File: src/rtl/muldiv_seq_if.sv
// Pipeline-side bundle for the iterative multiply/divide sequencer.
// The EX stage drives the request side (master); the sequencer answers with
// its status and the architectural HI/LO values (slave).
interface muldiv_seq_if #(
    parameter int WIDTH = 32
);
    logic             start;
    logic [2:0]       op;
    logic [WIDTH-1:0] A;
    logic [WIDTH-1:0] B;
    logic             flush;
    logic             busy;
    logic             stall_req;
    logic             done;
    logic [WIDTH-1:0] hi;
    logic [WIDTH-1:0] lo;

    modport master (
        output start, op, A, B, flush,
        input  busy, stall_req, done, hi, lo
    );

    modport slave (
        input  start, op, A, B, flush,
        output busy, stall_req, done, hi, lo
    );
endinterface

File: src/rtl/muldiv_seq.sv
// Iterative MULT/MULTU/DIV/DIVU sequencer owning the HI/LO registers.
// Operands are reduced to magnitudes on acceptance, WIDTH shift-add or
// restoring-divide iterations follow, and a final FIX cycle applies the sign
// correction and writes HI/LO. MTHI/MTLO complete in the accept cycle.
module muldiv_seq #(
    parameter int WIDTH = 32
) (
    input  logic         clk,
    input  logic         rst,
    muldiv_seq_if.slave  bus
);
    localparam int CW = (WIDTH > 1) ? $clog2(WIDTH) : 1;

    typedef enum logic [1:0] {
        ST_IDLE = 2'd0,
        ST_RUN  = 2'd1,
        ST_FIX  = 2'd2
    } state_t;

    state_t             r_state;
    state_t             w_state_next;
    logic [CW-1:0]      r_cnt;
    logic               r_is_div;
    logic               r_neg_q;      // product / quotient needs negation
    logic               r_neg_r;      // remainder needs negation
    logic [WIDTH-1:0]   r_a;          // multiplier -> product low / dividend -> quotient
    logic [WIDTH-1:0]   r_b;          // multiplicand / divisor magnitude
    logic [WIDTH:0]     r_acc;        // product high part / partial remainder
    logic [WIDTH-1:0]   r_hi;
    logic [WIDTH-1:0]   r_lo;
    logic               r_done;

    // Request decode
    logic               w_idle;
    logic               w_accept;
    logic               w_signed;
    logic               w_a_neg;
    logic               w_b_neg;
    logic [WIDTH-1:0]   w_a_mag;
    logic [WIDTH-1:0]   w_b_mag;
    logic               w_div0;

    // Iteration datapath
    logic [WIDTH:0]     w_mul_sum;
    logic [WIDTH:0]     w_div_shift;
    logic [WIDTH+1:0]   w_div_diff;
    logic               w_div_ok;

    // Fix-up datapath
    logic [2*WIDTH-1:0] w_prod;
    logic [2*WIDTH-1:0] w_prod_fix;
    logic [WIDTH-1:0]   w_quo_fix;
    logic [WIDTH-1:0]   w_rem_fix;

    assign w_idle   = (r_state == ST_IDLE);
    assign w_accept = w_idle && bus.start && !bus.flush && (bus.op <= 3'd3);
    // MULT (0) and DIV (2) are the signed forms
    assign w_signed = !bus.op[0];
    assign w_a_neg  = w_signed && bus.A[WIDTH-1];
    assign w_b_neg  = w_signed && bus.B[WIDTH-1];
    assign w_a_mag  = w_a_neg ? -bus.A : bus.A;
    assign w_b_mag  = w_b_neg ? -bus.B : bus.B;
    // A zero divisor runs the raw dividend unsigned through the divider: the
    // quotient saturates to all ones and the remainder ends up equal to A.
    assign w_div0   = bus.op[1] && (bus.B == '0);

    // Shift-add step: add multiplicand when the current multiplier LSB is set
    assign w_mul_sum   = r_acc + (r_a[0] ? {1'b0, r_b} : {(WIDTH+1){1'b0}});
    // Restoring step: bring in the next dividend bit and trial-subtract
    assign w_div_shift = {r_acc[WIDTH-1:0], r_a[WIDTH-1]};
    assign w_div_diff  = {1'b0, w_div_shift} - {2'b00, r_b};
    assign w_div_ok    = !w_div_diff[WIDTH+1];

    assign w_prod     = {r_acc[WIDTH-1:0], r_a};
    assign w_prod_fix = r_neg_q ? -w_prod : w_prod;
    assign w_quo_fix  = r_neg_q ? -r_a : r_a;
    assign w_rem_fix  = r_neg_r ? -r_acc[WIDTH-1:0] : r_acc[WIDTH-1:0];

    // State register
    always_ff @(posedge clk or posedge rst) begin
        if (rst) begin
            r_state <= ST_IDLE;
        end else begin
            r_state <= w_state_next;
        end
    end

    // Next-state logic; flush returns to IDLE from any state
    always_comb begin
        w_state_next = r_state;
        if (bus.flush) begin
            w_state_next = ST_IDLE;
        end else begin
            case (r_state)
                ST_IDLE: if (w_accept) w_state_next = ST_RUN;
                ST_RUN:  if (r_cnt == CW'(WIDTH - 1)) w_state_next = ST_FIX;
                ST_FIX:  w_state_next = ST_IDLE;
                default: w_state_next = ST_IDLE;
            endcase
        end
    end

    // Operand latch, iteration datapath and iteration counter
    always_ff @(posedge clk or posedge rst) begin
        if (rst) begin
            r_cnt    <= '0;
            r_is_div <= 1'b0;
            r_neg_q  <= 1'b0;
            r_neg_r  <= 1'b0;
            r_a      <= '0;
            r_b      <= '0;
            r_acc    <= '0;
        end else if (w_accept) begin
            r_cnt    <= '0;
            r_is_div <= bus.op[1];
            r_acc    <= '0;
            r_b      <= w_b_mag;
            if (w_div0) begin
                r_a     <= bus.A;
                r_neg_q <= 1'b0;
                r_neg_r <= 1'b0;
            end else begin
                r_a     <= w_a_mag;
                r_neg_q <= w_a_neg ^ w_b_neg;
                r_neg_r <= bus.op[1] && w_a_neg;
            end
        end else if ((r_state == ST_RUN) && !bus.flush) begin
            r_cnt <= r_cnt + 1'b1;
            if (r_is_div) begin
                r_acc <= w_div_ok ? w_div_diff[WIDTH:0] : w_div_shift;
                r_a   <= {r_a[WIDTH-2:0], w_div_ok};
            end else begin
                r_acc <= {1'b0, w_mul_sum[WIDTH:1]};
                r_a   <= {w_mul_sum[0], r_a[WIDTH-1:1]};
            end
        end
    end

    // HI/LO: written by MTHI/MTLO in IDLE or by the FIX cycle of a mul/div
    always_ff @(posedge clk or posedge rst) begin
        if (rst) begin
            r_hi <= '0;
            r_lo <= '0;
        end else if (!bus.flush) begin
            if (w_idle && bus.start && (bus.op == 3'd4)) begin
                r_hi <= bus.A;
            end else if (w_idle && bus.start && (bus.op == 3'd5)) begin
                r_lo <= bus.A;
            end else if (r_state == ST_FIX) begin
                if (r_is_div) begin
                    r_hi <= w_rem_fix;
                    r_lo <= w_quo_fix;
                end else begin
                    r_hi <= w_prod_fix[2*WIDTH-1:WIDTH];
                    r_lo <= w_prod_fix[WIDTH-1:0];
                end
            end
        end
    end

    // Completion pulse in the cycle after HI/LO are written by a mul/div
    always_ff @(posedge clk or posedge rst) begin
        if (rst) begin
            r_done <= 1'b0;
        end else begin
            r_done <= (r_state == ST_FIX) && !bus.flush;
        end
    end

    assign bus.busy      = !w_idle;
    assign bus.stall_req = bus.busy || w_accept;
    assign bus.done      = r_done;
    assign bus.hi        = r_hi;
    assign bus.lo        = r_lo;
endmodule

File: src/flat_wrapper.sv
// flat-port wrapper written by rule: the top's interface ports become plain ports
module muldiv_seq_flat 
#(
    parameter int WIDTH = 32
)
  (clk, rst, bus_start, bus_op, bus_A, bus_B, bus_flush, bus_busy, bus_stall_req, bus_done, bus_hi, bus_lo);
  muldiv_seq_if #(.WIDTH(WIDTH)) bus_i ();
  input  logic clk;
  input  logic rst;
  input wire logic [$bits(bus_i.start)-1:0] bus_start;
  input wire logic [$bits(bus_i.op)-1:0] bus_op;
  input wire logic [$bits(bus_i.A)-1:0] bus_A;
  input wire logic [$bits(bus_i.B)-1:0] bus_B;
  input wire logic [$bits(bus_i.flush)-1:0] bus_flush;
  output wire logic [$bits(bus_i.busy)-1:0] bus_busy;
  output wire logic [$bits(bus_i.stall_req)-1:0] bus_stall_req;
  output wire logic [$bits(bus_i.done)-1:0] bus_done;
  output wire logic [$bits(bus_i.hi)-1:0] bus_hi;
  output wire logic [$bits(bus_i.lo)-1:0] bus_lo;
  assign bus_i.start = bus_start;
  assign bus_i.op = bus_op;
  assign bus_i.A = bus_A;
  assign bus_i.B = bus_B;
  assign bus_i.flush = bus_flush;
  assign bus_busy = bus_i.busy;
  assign bus_stall_req = bus_i.stall_req;
  assign bus_done = bus_i.done;
  assign bus_hi = bus_i.hi;
  assign bus_lo = bus_i.lo;
  muldiv_seq #(.WIDTH(WIDTH)) u_core (.clk(clk), .rst(rst), .bus(bus_i));
endmodule
File: config.mk
export PLATFORM = sky130hd
export DESIGN_NAME = muldiv_seq_flat
export DESIGN_NICKNAME = d
export VERILOG_FILES = /design/src/rtl/muldiv_seq_if.sv /design/src/rtl/muldiv_seq.sv /design/src/flat_wrapper.sv
export SDC_FILE = /design/constraint.sdc
export NUM_CORES = 1
export LEC_CHECK = 0
export BUFFER_PORTS_ARGS = -buffer_cell sky130_fd_sc_hd__buf_4
export CAP_MARGIN = 20
export CORE_ASPECT_RATIO = 0.8
export CORE_MARGIN = 4
export CORE_UTILIZATION = 30
export CTS_BUF_LIST = sky130_fd_sc_hd__clkbuf_8
export CTS_CLUSTER_SIZE = 12
export DETAILED_ROUTE_END_ITERATION = 7
export SYNTH_ARGS = -nofsm -noshare
export SYNTH_HDL_FRONTEND = slang
export SYNTH_SLANG_ARGS = --single-unit
File: constraint.sdc
create_clock -name clk -period 7.5 [get_ports clk]
set_clock_uncertainty 0.2 [all_clocks]
set_input_delay 1.5 -clock clk [delete_from_list [all_inputs] [get_ports clk]]
set_output_delay 1.5 -clock clk [all_outputs]
set_load 0.005 [all_outputs]
==> results.txt <==
The setup total negative slack came out at 0 ps. The antenna diode count came out at 0. The effective utilization at floorplan came out at about 31%.

The die outline width came out at 254.4 microns. The internal portion of the total power is 2.714 mW. The peak clock frequency supported by timing came out at between 200 and 250 MHz.

The top cell types in the final layout, fill and taps aside, are sky130_fd_sc_hd__nand2_1 (265), sky130_fd_sc_hd__o21ai_0 (238), sky130_fd_sc_hd__dfrtp_1 (171), sky130_fd_sc_hd__buf_4 (156), sky130_fd_sc_hd__nor2_1 (152). The combinational power share is 55.8%. The number of buffer cells added on primary ports is 137.

The cell area after synthesis came out at approximately 0.015 sq mm. The detailed-route wire length is approximately 48 mm. The type of element launching the critical path is a register.

Clock tree synthesis inserted a total of 17 buffers. The final weighted congestion in routability-driven placement came out at between 0.9 and 1. The post-place instance area is around 0.016 sq mm.

Synthesis produced a netlist with a net count of between 2000 and 2500. Counting both buffers and inverters, the worst setup path holds a total of 1. The maximum fanout along the worst path is 31.

The total congestion overflow came out at 0. The routed design could run at a clock period as short as between 4000 and 5000 ps. The die area came out at 0.05218 sq mm. Traced cell by cell, the critical path runs through inv_1 -> nor2_1 -> ha_1 -> a21o_1 -> a221o_1 -> a21o_1 -> o31a_1 -> a41o_1 -> a21boi_0 -> o21ai_0 -> xnor2_1 -> a211o_1. During synthesis, Yosys emitted a total of 0 warnings. The switching power as a share of total power came out at a little under half. The total count of hold-check failures in the final report is 0. The count of distinct cell types in the synthesized netlist is 78. The register share of total power came out at 31.0%.

The final number of max-transition violations was 0. The number of core rows is 71. The most common library cell in the layout ignoring fill and taps is sky130_fd_sc_hd__nand2_1. The estimated wirelength of the detail-placed design is ~36 mm. The level count of the clock H-tree is 4. The proportion of netlist area held by the largest area contributor came out at 29.54%.

The average routed wire per standard cell came out at around 19 microns. Across every metal layer, demand over resource in global routing totals 18.04%. At the placement stage, the worst setup path has a slack of 2355 ps. The final layout contains about 2100 nets. The core region is around 0.048 sq mm. The maximum number of buffers from clock root to sink is 2.

The run finished with clean final reports. The clock latency of the later-clocked register in the worst-skew pair is approximately 520 ps. The via count of the first global-routing pass is 13090. Of all cell types, the one taking the most synthesized area is sky130_fd_sc_hd__dfrtp_1. The I/O pin total is about 140.

Measured along the y axis, the die boundary spans 205.1 microns. The final instance area came out at ~0.016 sq mm. In this run the mean area of a mapped cell was a little under 8 sq um. The delay of the slowest cell on the worst path came out at 790 ps. The synthesized netlist cell count came out at between 1500 and 2000. The synthesized design contains 172 register bits.

The via density per instance came out at 5.471. The number of synthesized flops with an enable pin came out at 0. The slew at the pin closest to its max-slew limit came out at about 1000 ps.

The minimum hold slack came out at 283.6 ps. Power spread over the standard cell area amounts to 315.0 mW/mm^2. The tool flagged a number of max-cap violations equal to 0. The arrival time at the worst endpoint is just under 5000 ps. The number of placed instances with taps included came out at between 2000 and 3000. The initial DRC count is around 1400.

The post-route core utilization is between 30% and 40%. The critical path's top delay family is compound AO/OA/AOI/OAI gates. The static leakage power is ~7.4 nW. Measured against its own limit, the worst slew margin works out to a little under a third. The total power draw came out at between 5 and 6 mW. The proportion of register bits with asynchronous set or reset after synthesis is 100.0%. Setup repair after global routing left no endpoint under its margin. The cell sitting at the root of the clock tree is a sky130_fd_sc_hd__clkbuf_8. By area the synthesized netlist is led by sky130_fd_sc_hd__dfrtp_1 (30%), sky130_fd_sc_hd__o21ai_0 (8.2%), sky130_fd_sc_hd__nand2_1 (6.9%).

The final worst setup slack came out at 2869 ps. IR analysis of the VDD net gives a maximum drop of approximately 0.14 mV. The first global-routing pass estimated between 70 and 80 mm of wire. For this run, the leading register cell type out of synthesis is sky130_fd_sc_hd__dfrtp_1. The count of non-filler cells in the finished layout came out at around 2600. The worst setup path is captured at a register. The filler cell count in the final layout is 4969. TritonCTS built the clock tree. The number of antenna violations at the first check in global routing came out at 0. The number of optimization iterations in the first detailed-route pass came out at 7. The final critical path takes up between 60% and 70% of the cycle. The required time at the worst-slack endpoint is just under 8000 ps.

The library cell contributing the largest single delay on the critical path is sky130_fd_sc_hd__inv_1. The clock network accounts for a little over an eighth of the total power. The min-delay analysis places its worst path in the category reg -> reg.

The pin count of the biggest net entering global routing is between 90 and 100. The number of setup violations in the final report came out at 0. The post-detailed-route count of antenna-violating nets came out at 0. The overall via count from detail_route came out at 14090. The power spent charging and discharging nets came out at roughly 2.5 mW. The sequential area share after synthesis is ~30%. The number of cells upsized or downsized after cts came out at 0. Post-CTS timing repair inserted 0 buffers for setup. The category of the critical setup timing path is reg -> reg.

After clock tree synthesis, the clock-pin slew on the worst setup and hold paths is 110 ps. The cell that appears most often on the critical path is sky130_fd_sc_hd__a21o_1. The fraction of final layout cells with drive strength greater than 1 came out at between 10% and 20%. The hold buffer count at CTS came out at 0.

In the routed design, unresolved DRC markers number 0. The clock sink total came out at 172. The layout overhead on the synthesized area is 12.78%.
## area by class of cell
cell class	count	area (sq um)	area share [%]
Clock buffer	19	261.5	1.591
Clock inverter	13	131.4	0.7994
Inverter	67	256.5	1.561
Multi-Input combinational cell	1527	9518	57.92
Sequential cell	172	4308	26.21
Tap cell	620	775.7	4.721
Timing Repair Buffer	157	1182	7.195
## cells in the mapped netlist (7+ instances only)
master	number
sky130_fd_sc_hd__nand2_1	266
sky130_fd_sc_hd__o21ai_0	238
sky130_fd_sc_hd__dfrtp_1	172
sky130_fd_sc_hd__nor2_1	153
sky130_fd_sc_hd__a21oi_1	133
sky130_fd_sc_hd__xor2_1	102
sky130_fd_sc_hd__clkbuf_1	95
sky130_fd_sc_hd__ha_1	70
sky130_fd_sc_hd__xnor2_1	69
sky130_fd_sc_hd__inv_1	67
sky130_fd_sc_hd__mux2i_1	41
sky130_fd_sc_hd__o211ai_1	40
sky130_fd_sc_hd__nand3_1	36
sky130_fd_sc_hd__nor3_1	32
sky130_fd_sc_hd__a21o_1	30
sky130_fd_sc_hd__o31ai_1	24
sky130_fd_sc_hd__and3_1	20
sky130_fd_sc_hd__nor4_1	20
sky130_fd_sc_hd__a31oi_1	17
sky130_fd_sc_hd__a211oi_1	16
sky130_fd_sc_hd__o41ai_1	16
sky130_fd_sc_hd__nand2b_1	14
sky130_fd_sc_hd__nand4_1	14
sky130_fd_sc_hd__nor2b_1	12
sky130_fd_sc_hd__o21bai_1	11
sky130_fd_sc_hd__o21a_1	10
sky130_fd_sc_hd__or3_1	10
sky130_fd_sc_hd__mux2_2	9
sky130_fd_sc_hd__buf_2	8
sky130_fd_sc_hd__o22ai_1	8
sky130_fd_sc_hd__or2_2	8
sky130_fd_sc_hd__or4_1	7
## routing by layer
metal / track usage [%] / vias up / part of all wire [%]
li1: - / 6827 / -
met1: 28.26 / 6688 / 51
met2: 25.70 / 538 / 40
met3: 3.224 / 35 / 7.8
met4: 3.623 / 0 / 1.2
met5: 0 / - / 0
## logic make-up after synthesis
family                     synth area share (%)
and+or+nand+nor                           19.68
AOI/OAI and AO/OA                         25.42
buffers and inverters                     5.289
adders and majority gates                 6.285
muxes                                     3.512
DFF                                       29.54
xor gates and xnor gates                  10.28
## registers in the layout, summed over array words and instances (netlist names)
signal           cells
u_core.r_acc        33
u_core.bus.lo       32
u_core.r_neg_r       1
u_core.bus.done      1
u_core.r_cnt         5
u_core.r_a          32
u_core.r_b          32
u_core.r_state       2
u_core.bus.hi       32
u_core.r_neg_q       1
u_core.r_is_div      1
## power groups by stage
stage          Clock (mW)  Combinational (mW)  Sequential [mW]
6_report            0.685                2.89             1.60
2_1_floorplan           0                2.05             1.44
5_1_grt             0.736                3.21             1.65
4_1_cts             0.701                2.85             1.59
3_5_place_dp            0                2.84             1.61
3_3_place_gp            0                2.80             1.60
## worst reg2reg max path: stages, from the launching register on
cell	delay (ps)
sky130_fd_sc_hd__dfrtp_1	490
sky130_fd_sc_hd__inv_1	790
sky130_fd_sc_hd__nor2_1	130
sky130_fd_sc_hd__ha_1	410
sky130_fd_sc_hd__a21o_1	210
sky130_fd_sc_hd__a221o_1	310
sky130_fd_sc_hd__a21o_1	230
sky130_fd_sc_hd__o31a_1	390
sky130_fd_sc_hd__a41o_1	290
sky130_fd_sc_hd__a21boi_0	410
sky130_fd_sc_hd__o21ai_0	220
sky130_fd_sc_hd__xnor2_1	170
sky130_fd_sc_hd__a211o_1	290
## path summary, 6_finish.rpt
check,start,endpoint,slack (ps),cells after the start
worst max-delay path,u_core.r_a[0]$_DFFE_PP0P_,u_core.r_acc[28]$_DFFE_PP0P_,2870,12
worst min-delay path,u_core.r_b[14]$_DFFE_PP0P_,u_core.r_b[14]$_DFFE_PP0P_,280,2
worst max register to register,u_core.r_a[0]$_DFFE_PP0P_,u_core.r_acc[28]$_DFFE_PP0P_,2870,12
worst min register to register,u_core.r_b[14]$_DFFE_PP0P_,u_core.r_b[14]$_DFFE_PP0P_,280,2
max in group asynchronous,rst,u_core.r_is_div$_DFFE_PP0P_,4970,3
min in group asynchronous,rst,u_core.r_state[1]$_DFFE_PP0P_,930,2
No activity file was read; power rests on OpenSTA's default activity.
